--- config.mk ---
export PLATFORM = sky130hd
export DESIGN_NAME = pll_lock_reset_seq
export DESIGN_NICKNAME = d
export VERILOG_FILES = /design/src/rtl/pll_lock_reset_seq.sv
export SDC_FILE = /design/constraint.sdc
export NUM_CORES = 1
export LEC_CHECK = 0
export ABC_AREA = 1
export BUFFER_PORTS_ARGS = -buffer_cell sky130_fd_sc_hd__buf_2
export CORE_AREA = 10 10 56 91
export DETAILED_ROUTE_END_ITERATION = 10
export DIE_AREA = 0 0 66 101
export GPL_TIMING_DRIVEN = 0
export MAX_ROUTING_LAYER = met4
export REMOVE_ABC_BUFFERS = 1
export SYNTH_ARGS = -nofsm -noshare
export SYNTH_HDL_FRONTEND = slang
export SYNTH_SLANG_ARGS = --single-unit
--- constraint.sdc ---
create_clock -name clk_pix -period 2.1 [get_ports clk_pix]
set_input_delay 0.42 -clock clk_pix [delete_from_list [all_inputs] [get_ports clk_pix]]
set_output_delay 0.42 -clock clk_pix [all_outputs]
set_load 0.03 [all_outputs]
--- src/rtl/pll_lock_reset_seq.sv ---
// Reset sequencer for the pixel-clock domain. It synchronises the PLL lock, waits for a stable
// lock, releases the video reset and then the core reset, and counts lock losses for debug.
module pll_lock_reset_seq #(
  parameter int SYNC_STAGES    = 2,
  parameter int LOCK_CYCLES    = 4096,
  parameter int STAGGER_CYCLES = 16,
  parameter int LOSS_CNT_W     = 8
) (
  input  logic                  clk_pix,
  input  logic                  rst,
  input  logic                  locked,
  output logic                  rst_video,
  output logic                  rst_core,
  output logic                  ready,
  output logic                  lock_lost,
  output logic [LOSS_CNT_W-1:0] lock_loss_count
);

  localparam int MAX_CYCLES = (LOCK_CYCLES > STAGGER_CYCLES) ? LOCK_CYCLES : STAGGER_CYCLES;
  localparam int CNT_W      = (MAX_CYCLES > 1) ? $clog2(MAX_CYCLES) : 1;
  localparam logic [CNT_W-1:0] LOCK_LAST    = CNT_W'(LOCK_CYCLES - 1);
  localparam logic [CNT_W-1:0] STAGGER_LAST = CNT_W'(STAGGER_CYCLES - 1);

  typedef enum logic [1:0] {
    WAIT_LOCK,
    SETTLE,
    REL_VIDEO,
    RUN
  } state_t;

  logic [SYNC_STAGES-1:0] sync_q;
  logic                   lock_s;
  state_t                 state;
  logic [CNT_W-1:0]       cnt;

  // NOTE: the synchroniser flops are cleared on reset. This keeps lock_s low until a
  // fresh lock has passed through the whole chain, so a restart never sees stale lock.
  always_ff @(posedge clk_pix) begin
    if (rst) begin
      sync_q <= '0;
    end else begin
      sync_q <= {sync_q[SYNC_STAGES-2:0], locked};
    end
  end

  assign lock_s = sync_q[SYNC_STAGES-1];

  // NOTE: state and outputs update with non-blocking assignments, so every branch below
  // reads the values from before this edge.
  always_ff @(posedge clk_pix) begin
    if (rst) begin
      state           <= WAIT_LOCK;
      cnt             <= '0;
      rst_video       <= 1'b1;
      rst_core        <= 1'b1;
      ready           <= 1'b0;
      lock_lost       <= 1'b0;
      lock_loss_count <= '0;
    end else begin
      lock_lost <= 1'b0;
      case (state)
        WAIT_LOCK: begin
          if (lock_s) begin
            state <= SETTLE;
            cnt   <= '0;
          end
        end
        SETTLE: begin
          if (!lock_s) begin
            state <= WAIT_LOCK;
          end else if (cnt == LOCK_LAST) begin
            state     <= REL_VIDEO;
            cnt       <= '0;
            rst_video <= 1'b0;
          end else begin
            cnt <= cnt + CNT_W'(1);
          end
        end
        REL_VIDEO, RUN: begin
          // A loss takes priority over the stagger expiry, so rst_core cannot release on the same edge.
          if (!lock_s) begin
            state     <= WAIT_LOCK;
            rst_video <= 1'b1;
            rst_core  <= 1'b1;
            ready     <= 1'b0;
            lock_lost <= 1'b1;
            if (lock_loss_count != '1) begin
              lock_loss_count <= lock_loss_count + LOSS_CNT_W'(1);
            end
          end else if (state == REL_VIDEO) begin
            if (cnt == STAGGER_LAST) begin
              state    <= RUN;
              rst_core <= 1'b0;
              ready    <= 1'b1;
            end else begin
              cnt <= cnt + CNT_W'(1);
            end
          end
        end
        default: state <= WAIT_LOCK;
      endcase
    end
  end

endmodule

==> results of run 1 <==
[state kept, by name, indices dropped and copies added, names as in the netlist]
signal	count
cnt	12
lock_loss_count	8
lock_lost	1
ready	1
rst_core	1
rst_video	1
state	2
sync_q	2
[cells in the mapped netlist (3+ instances only)]
cell                      count
sky130_fd_sc_hd__inv_1       30
sky130_fd_sc_hd__nand4_1      5
sky130_fd_sc_hd__o21ai_0      4
sky130_fd_sc_hd__nor3_1       3
sky130_fd_sc_hd__nor2_1      40
sky130_fd_sc_hd__nand3_1     18
sky130_fd_sc_hd__nand2_1     71
sky130_fd_sc_hd__dfxtp_1     28
sky130_fd_sc_hd__a21oi_1     19
sky130_fd_sc_hd__nor2_2       3
[power by group through the flow]
stage / Combinational [W] / Clock, W / Sequential [W]
finish: 0.000331 / 0.000340 / 0.000628
global route: 0.000377 / 0.000368 / 0.000634
CTS: 0.000334 / 0.000351 / 0.000627
detailed placement: 0.000331 / 0 / 0.000638
global placement: 0.000327 / 0 / 0.000638
floorplan: 0.000203 / 0 / 0.000662
[how the worst max path moves through the flow]
stage,start,endpoint
2_1_floorplan,lock_loss_count[0]$_SDFFE_PP0P_,lock_loss_count[1]$_SDFFE_PP0P_
3_3_place_gp,lock_loss_count[0]$_SDFFE_PP0P_,lock_loss_count[1]$_SDFFE_PP0P_
3_5_place_dp,lock_loss_count[0]$_SDFFE_PP0P_,lock_loss_count[1]$_SDFFE_PP0P_
4_1_cts,state[1]$_SDFFE_PP0P_,lock_loss_count[1]$_SDFFE_PP0P_
5_1_grt,cnt[0]$_SDFFE_PP0P_,cnt[11]$_SDFFE_PP0P_
6_report,cnt[0]$_SDFFE_PP0P_,cnt[11]$_SDFFE_PP0P_
[layout make-up]
cell class	count	area [um^2]
fill	415	1890
sequential	28	561
clock buffer	4	55.1
tap	46	57.6
multi-input combinational	180	840
inverter	32	123
timing repair buffer	14	70.1
[kinds of logic after synthesis]
logic type | count (synthesis) | synth area share [%]
buf+inv | 37 | 10.3
xor+xnor | 3 | 1.69
compound gates | 29 | 10.2
fa+ha+maj | 2 | 1.61
simple gates | 146 | 40.2
flops | 28 | 36.0
[per-stage QoR]
step | worst slack, ns | instances | util, % | hold WS, ns | area, um^2
6_report | 0.226 | 304 | 47.5 | 0.336 | 1710
5_1_grt | 0.109 | 304 | 47.5 | 0.324 | 1710
4_1_cts | 0.0727 | 304 | 47.4 | 0.331 | 1700
3_5_place_dp | 0.0829 | 300 | 45.9 | 0.399 | 1650
3_3_place_gp | 0.101 | 300 | 45.9 | 0.394 | 1650
2_1_floorplan | 0.436 | 240 | - | 0.388 | 1520
[what timing repair did]
action,in CTS,in global routing
gates resized for setup,0,1
setup buffers,0,0
setup endpoints to repair,0,4
[routing by layer]
| metal | vias to the layer above | global-route usage [%] | share of wire, % |
|---|---|---|---|
| li1 | 791 | - | - |
| met1 | 659 | 11.0 | 38 |
| met2 | 19 | 25.5 | 56 |
| met3 | 6 | 2.67 | 3.2 |
| met4 | 0 | 6.32 | 2.3 |
| met5 | - | - | 0 |
[worst reg2reg max path, stage by stage, from the launching register on]
cell	delay, ns
sky130_fd_sc_hd__dfxtp_1	0.35
sky130_fd_sc_hd__ha_1	0.21
sky130_fd_sc_hd__nand2_1	0.12
sky130_fd_sc_hd__inv_2	0.07
sky130_fd_sc_hd__nand2_1	0.11
sky130_fd_sc_hd__nor2_4	0.07
sky130_fd_sc_hd__nand2_4	0.07
sky130_fd_sc_hd__nand2_2	0.06
sky130_fd_sc_hd__nor2_2	0.43
sky130_fd_sc_hd__nand3_1	0.14
sky130_fd_sc_hd__nand2_1	0.11
sky130_fd_sc_hd__nor2_2	0.03
[cell usage in the layout, fill, tap and decap left out, types with 3 or more instances in the layout]
master | Yosys | layout
sky130_fd_sc_hd__o21ai_0 | 4 | 4
sky130_fd_sc_hd__nand3_1 | 18 | 18
sky130_fd_sc_hd__a21oi_1 | 19 | 19
sky130_fd_sc_hd__nand4_1 | 5 | 5
sky130_fd_sc_hd__nor3_1 | 3 | 3
sky130_fd_sc_hd__nor2_2 | 3 | 4
sky130_fd_sc_hd__clkbuf_8 | 0 | 4
sky130_fd_sc_hd__nor2_1 | 40 | 39
sky130_fd_sc_hd__dfxtp_1 | 28 | 28
sky130_fd_sc_hd__buf_2 | 0 | 14
sky130_fd_sc_hd__inv_1 | 30 | 30
sky130_fd_sc_hd__nand2_1 | 71 | 71
==> flow_metrics.py, run 1 <==
metrics = {
    "power_and_ir_drop": {
        "cellInternalPower_w": 0.000828,
        "switching_power_w": 0.000471,
        "flop_pwr_share_pct": 48.3,
        "power_density_mw_per_mm2": 762,
        "power.share.switching_pct": 36.3,
        "power_leakage_nw": 0.727,
        "ir_drop_v": 0.000521,
        "fin_total_pwr_w": 0.00130,
        "power.clock.fraction_pct": 26.2,
        "combinationalPowerShare_pct": 25.5,
    },
    "die": {
        "core_mm2": 0.00359,
        "die_area_mm2": 0.00667,
        "std_cell_rows": 29,
        "dieHeight_um": 101,
        "start_util_pct": 43.4,
        "floorplan.die.width_um": 66,
        "floorplan.io_pins": 15,
    },
    "grt": {
        "grtUsageTotal_pct": 13.1,
        "vias_in_the_first_global_route": 1479,
        "initial_antenna_violation_count": 0,
        "grt_max_degree": 16,
        "globalRoute.totalOverflow": 0,
        "grt_pass1_wl_mm": 6.64,
    },
    "sta": {
        "final_hold_viol_count": 0,
        "timing.final.max_slew_violations": 0,
        "rsz0062_at_grt": "false",
        "period_minus_slack_ns": 1.87,
        "finClkSkew_ns": 0.00243,
        "worstMarginPinSlew_ns": 0.536,
        "maxSlewHeadroom_pct": 64.2,
        "period_share_pct": 89.2,
        "total_negative_slack_for_setup_checks_ns": 0,
        "timing.fmax_ghz": 0.534,
        "finalSetupViolations": 0,
    },
    "setup_path": {
        "crit_chain": "ha_1, nand2_1, inv_2, nand2_1, nor2_4, nand2_4, nand2_2, nor2_2, nand3_1, nand2_1, nor2_2",
        "timing.critical_path.slowest_stage_cell": "sky130_fd_sc_hd__nor2_2",
        "data_required_time_at_the_worst_endpoint_ns": 2.28,
        "critPathBufInv": 1,
        "critPathLaunchType": "flop",
        "cp_common_cell": "sky130_fd_sc_hd__nand2_1",
        "arrival_ns": 2.05,
        "number_of_cells_traversed_by_the_worst_register_to_register_path": 11,
        "path_max_fanout": 11,
        "path_delay_family": "simple AND/OR/NAND/NOR gates",
        "worst_setup_path_end_kind": "flop",
        "timing.rr.end": "cnt[11]$_SDFFE_PP0P_",
        "timing.critical_path.slowest_cell_delay_ns": 0.43,
        "cp.depth": 11,
        "timing.setup.critical_path_class": "reg -> reg",
        "launching_point_of_the_worst_reg2reg_path": "cnt[0]$_SDFFE_PP0P_",
        "r2r_slack_ns": 0.23,
    },
    "layout": {
        "post_route_cells_drive_above_1_share_pct": 12.0,
        "fin_nets": 264,
        "antenna-diode-count": 0,
        "layout-area-overhead-vs-synth_pct": 9.48,
    },
    "synthesis": {
        "synthCells": 245,
        "synth-seq-area-share_pct": 36.0,
        "yosysWarningCount": 0,
        "postSynth.topFlopCell": "sky130_fd_sc_hd__dfxtp_1",
        "synth.ff_latch_count": 28,
        "synth-edff-count": 0,
        "yosys.area.top_type": "sky130_fd_sc_hd__dfxtp_1",
        "post_synth.cell_area_avg_um2": 6.36,
        "synth-async-reset-ratio_pct": 0,
        "synth.top_cells.by_area": "sky130_fd_sc_hd__dfxtp_1, sky130_fd_sc_hd__nand2_1, sky130_fd_sc_hd__nor2_1",
        "synth_largest_type_area_fraction_pct": 36.0,
        "synthDistinctLibCells": 28,
        "syn_area_mm2": 0.00156,
    },
    "clock_network": {
        "htree_num_levels": 1,
        "clock_path_buffers": 2,
        "cts_tree": "built",
        "clk_latency_ns": 0.28,
        "cts_inserted_buffers": 3,
        "cts.sink_count": 28,
        "cts-root-buf": "sky130_fd_sc_hd__clkbuf_8",
        "clock_transition_at_the_registers_of_the_reported_paths_ns": 0.10,
        "hold_buffers": 0,
    },
    "drt": {
        "detail_route.wl_per_cell_um": 12.7,
        "detail-route-antenna-nets": 0,
        "remaining_routing_drc_violations": 0,
        "detailed_routing_iteration_count_for_the_pre_antenna_repair_pass": 4,
        "initial_drc_count": 25,
        "routed_wl_mm": 3.87,
        "viasPerCell": 4.85,
        "routed-via-count": 1475,
    },
    "place": {
        "globalplace.congestion": 0.865,
        "placement.io_buffers": 14,
        "place_hpwl_mm": 3.07,
    },
    "status": {
        "run_status": "completed",
    },
    "min_path": {
        "holdCritPathClass": "in -> reg",
        "worst_hold_path.endpoint": "sync_q[0]$_SDFF_PP0_",
        "hold-path-cell-count": 3,
        "min-delay-start": "locked",
    },
    "flow_run": {
        "max_cap_violations": 0,
    },
}
Power figures use the tool's default switching activity.
==> inputs of run 2 (changes only) <==
CORE_AREA = 10 10 49 80   (was 10 10 56 91)
DIE_AREA = 0 0 59 90   (was 0 0 66 101)
PLACE_DENSITY = 0.8   (was default)
==> run 2 against run 1 <==
  * Via count up 5.2%
  * First-iteration DRC count up 20%
  * Die area down 20%
  * Hold slack better by 0.0085 ns
  * Critical path depth unchanged
  * Maximum frequency down 0.39%
  * Clock-buffer cell count down 1
  * Total power down 3.6%
  * Flip-flop and latch count unchanged
  * Largest cell class unchanged
==> flow_metrics.py, run 2 (synthesis gave the netlist of run 1 again) <==
metrics = {
    "clock_network": {
        "cts_inserted_buffers": 3,
        "clock_transition_at_the_registers_of_the_reported_paths_ns": 0.09,
        "htree_num_levels": 1,
        "cts.sink_count": 28,
        "cts_tree": "built",
        "clk_latency_ns": 0.27,
        "hold_buffers": 0,
        "cts-root-buf": "sky130_fd_sc_hd__clkbuf_8",
        "postCtsSetupBuffers": 0,
        "clock_path_buffers": 2,
        "post_cts.resized_instances": 0,
    },
    "setup_path": {
        "arrival_ns": 2.06,
        "timing.critical_path.slowest_stage_cell": "sky130_fd_sc_hd__nor2_2",
        "critPathBufInv": 1,
        "critPathLaunchType": "flop",
        "cp_common_cell": "sky130_fd_sc_hd__nand2_1",
        "timing.setup.critical_path_class": "reg -> reg",
        "data_required_time_at_the_worst_endpoint_ns": 2.28,
        "timing.critical_path.slowest_cell_delay_ns": 0.42,
        "worst_setup_path_end_kind": "flop",
        "path_max_fanout": 11,
        "crit_chain": "ha_1, nand2_1, inv_2, nand2_1, nor2_4, nand2_4, nand2_2, nor2_2, nand3_1, nand2_1, nor2_2",
        "path_delay_family": "simple AND/OR/NAND/NOR gates",
    },
    "layout": {
        "final_design_area_no_fill_mm2": 0.00167,
        "post_route_cells_drive_above_1_share_pct": 11.7,
        "leading_cell_type_in_the_layout_fill_and_taps_excluded": "sky130_fd_sc_hd__nand2_1",
        "utilization_pct": 63.5,
        "antenna-diode-count": 0,
        "layout-area-overhead-vs-synth_pct": 7.07,
        "register_containing_the_most_flip_flops_in_the_final_layout": "cnt",
        "fin_nets": 264,
        "number_of_flip_flops_in_the_largest_register": 12,
        "layout_common_cells": "sky130_fd_sc_hd__nand2_1, sky130_fd_sc_hd__nor2_1, sky130_fd_sc_hd__inv_1",
        "largest_registers": "cnt: 12 flops, lock_loss_count: 8 flops",
    },
    "grt": {
        "globalRoute.totalOverflow": 0,
        "grt_pass1_wl_mm": 6.36,
        "grt_max_degree": 15,
        "vias_in_the_first_global_route": 1524,
        "initial_antenna_violation_count": 0,
        "grtUsageTotal_pct": 14.8,
    },
    "drt": {
        "remaining_routing_drc_violations": 0,
        "viasPerCell": 5.46,
        "detail_route.wl_per_cell_um": 13.2,
        "routed_wl_mm": 3.74,
        "detail-route-antenna-nets": 0,
        "detailed_routing_iteration_count_for_the_pre_antenna_repair_pass": 5,
        "routed-via-count": 1552,
        "initial_drc_count": 30,
    },
    "sta": {
        "timing.fmax_ghz": 0.532,
        "worst_slack_ns": 0.219,
        "hold_slack_ns": 0.344,
        "finClkSkew_ns": 0.00201,
        "period_share_pct": 89.6,
        "total_negative_slack_for_setup_checks_ns": 0,
        "finalSetupViolations": 0,
        "timing.final.max_slew_violations": 0,
        "period_minus_slack_ns": 1.88,
        "final_hold_viol_count": 0,
        "maxSlewHeadroom_pct": 64.8,
        "rsz0062_at_grt": "false",
        "worstMarginPinSlew_ns": 0.527,
    },
    "place": {
        "placement.io_buffers": 14,
        "pre_cts_slack_ns": 0.161,
        "globalplace.congestion": 0.946,
        "post_dp_cell_area_mm2": 0.00162,
        "place_hpwl_mm": 2.84,
    },
    "min_path": {
        "holdCritPathClass": "in -> reg",
    },
    "die": {
        "die_area_mm2": 0.00531,
        "std_cell_rows": 25,
        "dieHeight_um": 90,
        "floorplan.die.width_um": 59,
        "floorplan.io_pins": 15,
        "core_mm2": 0.00263,
        "start_util_pct": 59.3,
    },
    "power_and_ir_drop": {
        "power_leakage_nw": 0.719,
        "power_density_mw_per_mm2": 751,
        "ir_drop_v": 0.000690,
    },
    "flow_run": {
        "max_cap_violations": 0,
    },
    "status": {
        "run_status": "completed",
    },
}
[run 2: cell types whose count changed in the layout (fill, tap and decap cells not counted), sizes merged]
cell / before / now
clkbuf: 4 / 3
[run 2: area by class of cell]
class | count | area [um^2]
repair buffers | 14 | 70.1
multi-input cells | 180 | 840
flip-flops and latches | 28 | 561
inverters | 32 | 123
clock buffers | 3 | 41.3
well taps | 27 | 33.8
fillers | 263 | 960
[run 2: worst paths after layout]
path / cells after the start / slack (ns) / to / from
worst min-delay path: 3 / 0.34 / sync_q[0]$_SDFF_PP0_ / locked
worst min register to register: 2 / 0.41 / sync_q[1]$_SDFF_PP0_ / sync_q[0]$_SDFF_PP0_
worst max register to register: 11 / 0.22 / cnt[11]$_SDFFE_PP0P_ / cnt[0]$_SDFFE_PP0P_
worst max-delay path: 11 / 0.22 / cnt[11]$_SDFFE_PP0P_ / cnt[0]$_SDFFE_PP0P_
[run 2: through the flow]
step,total power [W],cells
after floorplan,0.000865,240
after global placement,0.000956,281
after detailed placement,0.000964,281
after CTS,0.00125,284
after global routing,0.00131,284
final,0.00125,284
[run 2: report_power, final]
| group | switching (W) | internal (W) | total [W] |
|---|---|---|---|
| Sequential | 0.0000547 | 0.000571 | 0.000625 |
| Clock | 0.000164 | 0.000129 | 0.000293 |
| Combinational | 0.000244 | 0.0000902 | 0.000334 |
[run 2: per-layer routing]
metal	GRT usage, %	up-vias	wire (um)
li1	-	793	-
met1	13.3	687	1440
met2	26.1	51	1920
met3	2.68	21	168
met4	10.4	0	208
met5	-	-	0
[run 2: worst reg2reg max path: stages, from the launching register on]
cell                      delay (ns)
sky130_fd_sc_hd__dfxtp_1        0.35
sky130_fd_sc_hd__ha_1           0.22
sky130_fd_sc_hd__nand2_1        0.12
sky130_fd_sc_hd__inv_2          0.08
sky130_fd_sc_hd__nand2_1        0.11
sky130_fd_sc_hd__nor2_4         0.07
sky130_fd_sc_hd__nand2_4        0.08
sky130_fd_sc_hd__nand2_2        0.06
sky130_fd_sc_hd__nor2_2         0.42
sky130_fd_sc_hd__nand3_1        0.13
sky130_fd_sc_hd__nand2_1        0.12
sky130_fd_sc_hd__nor2_2         0.03
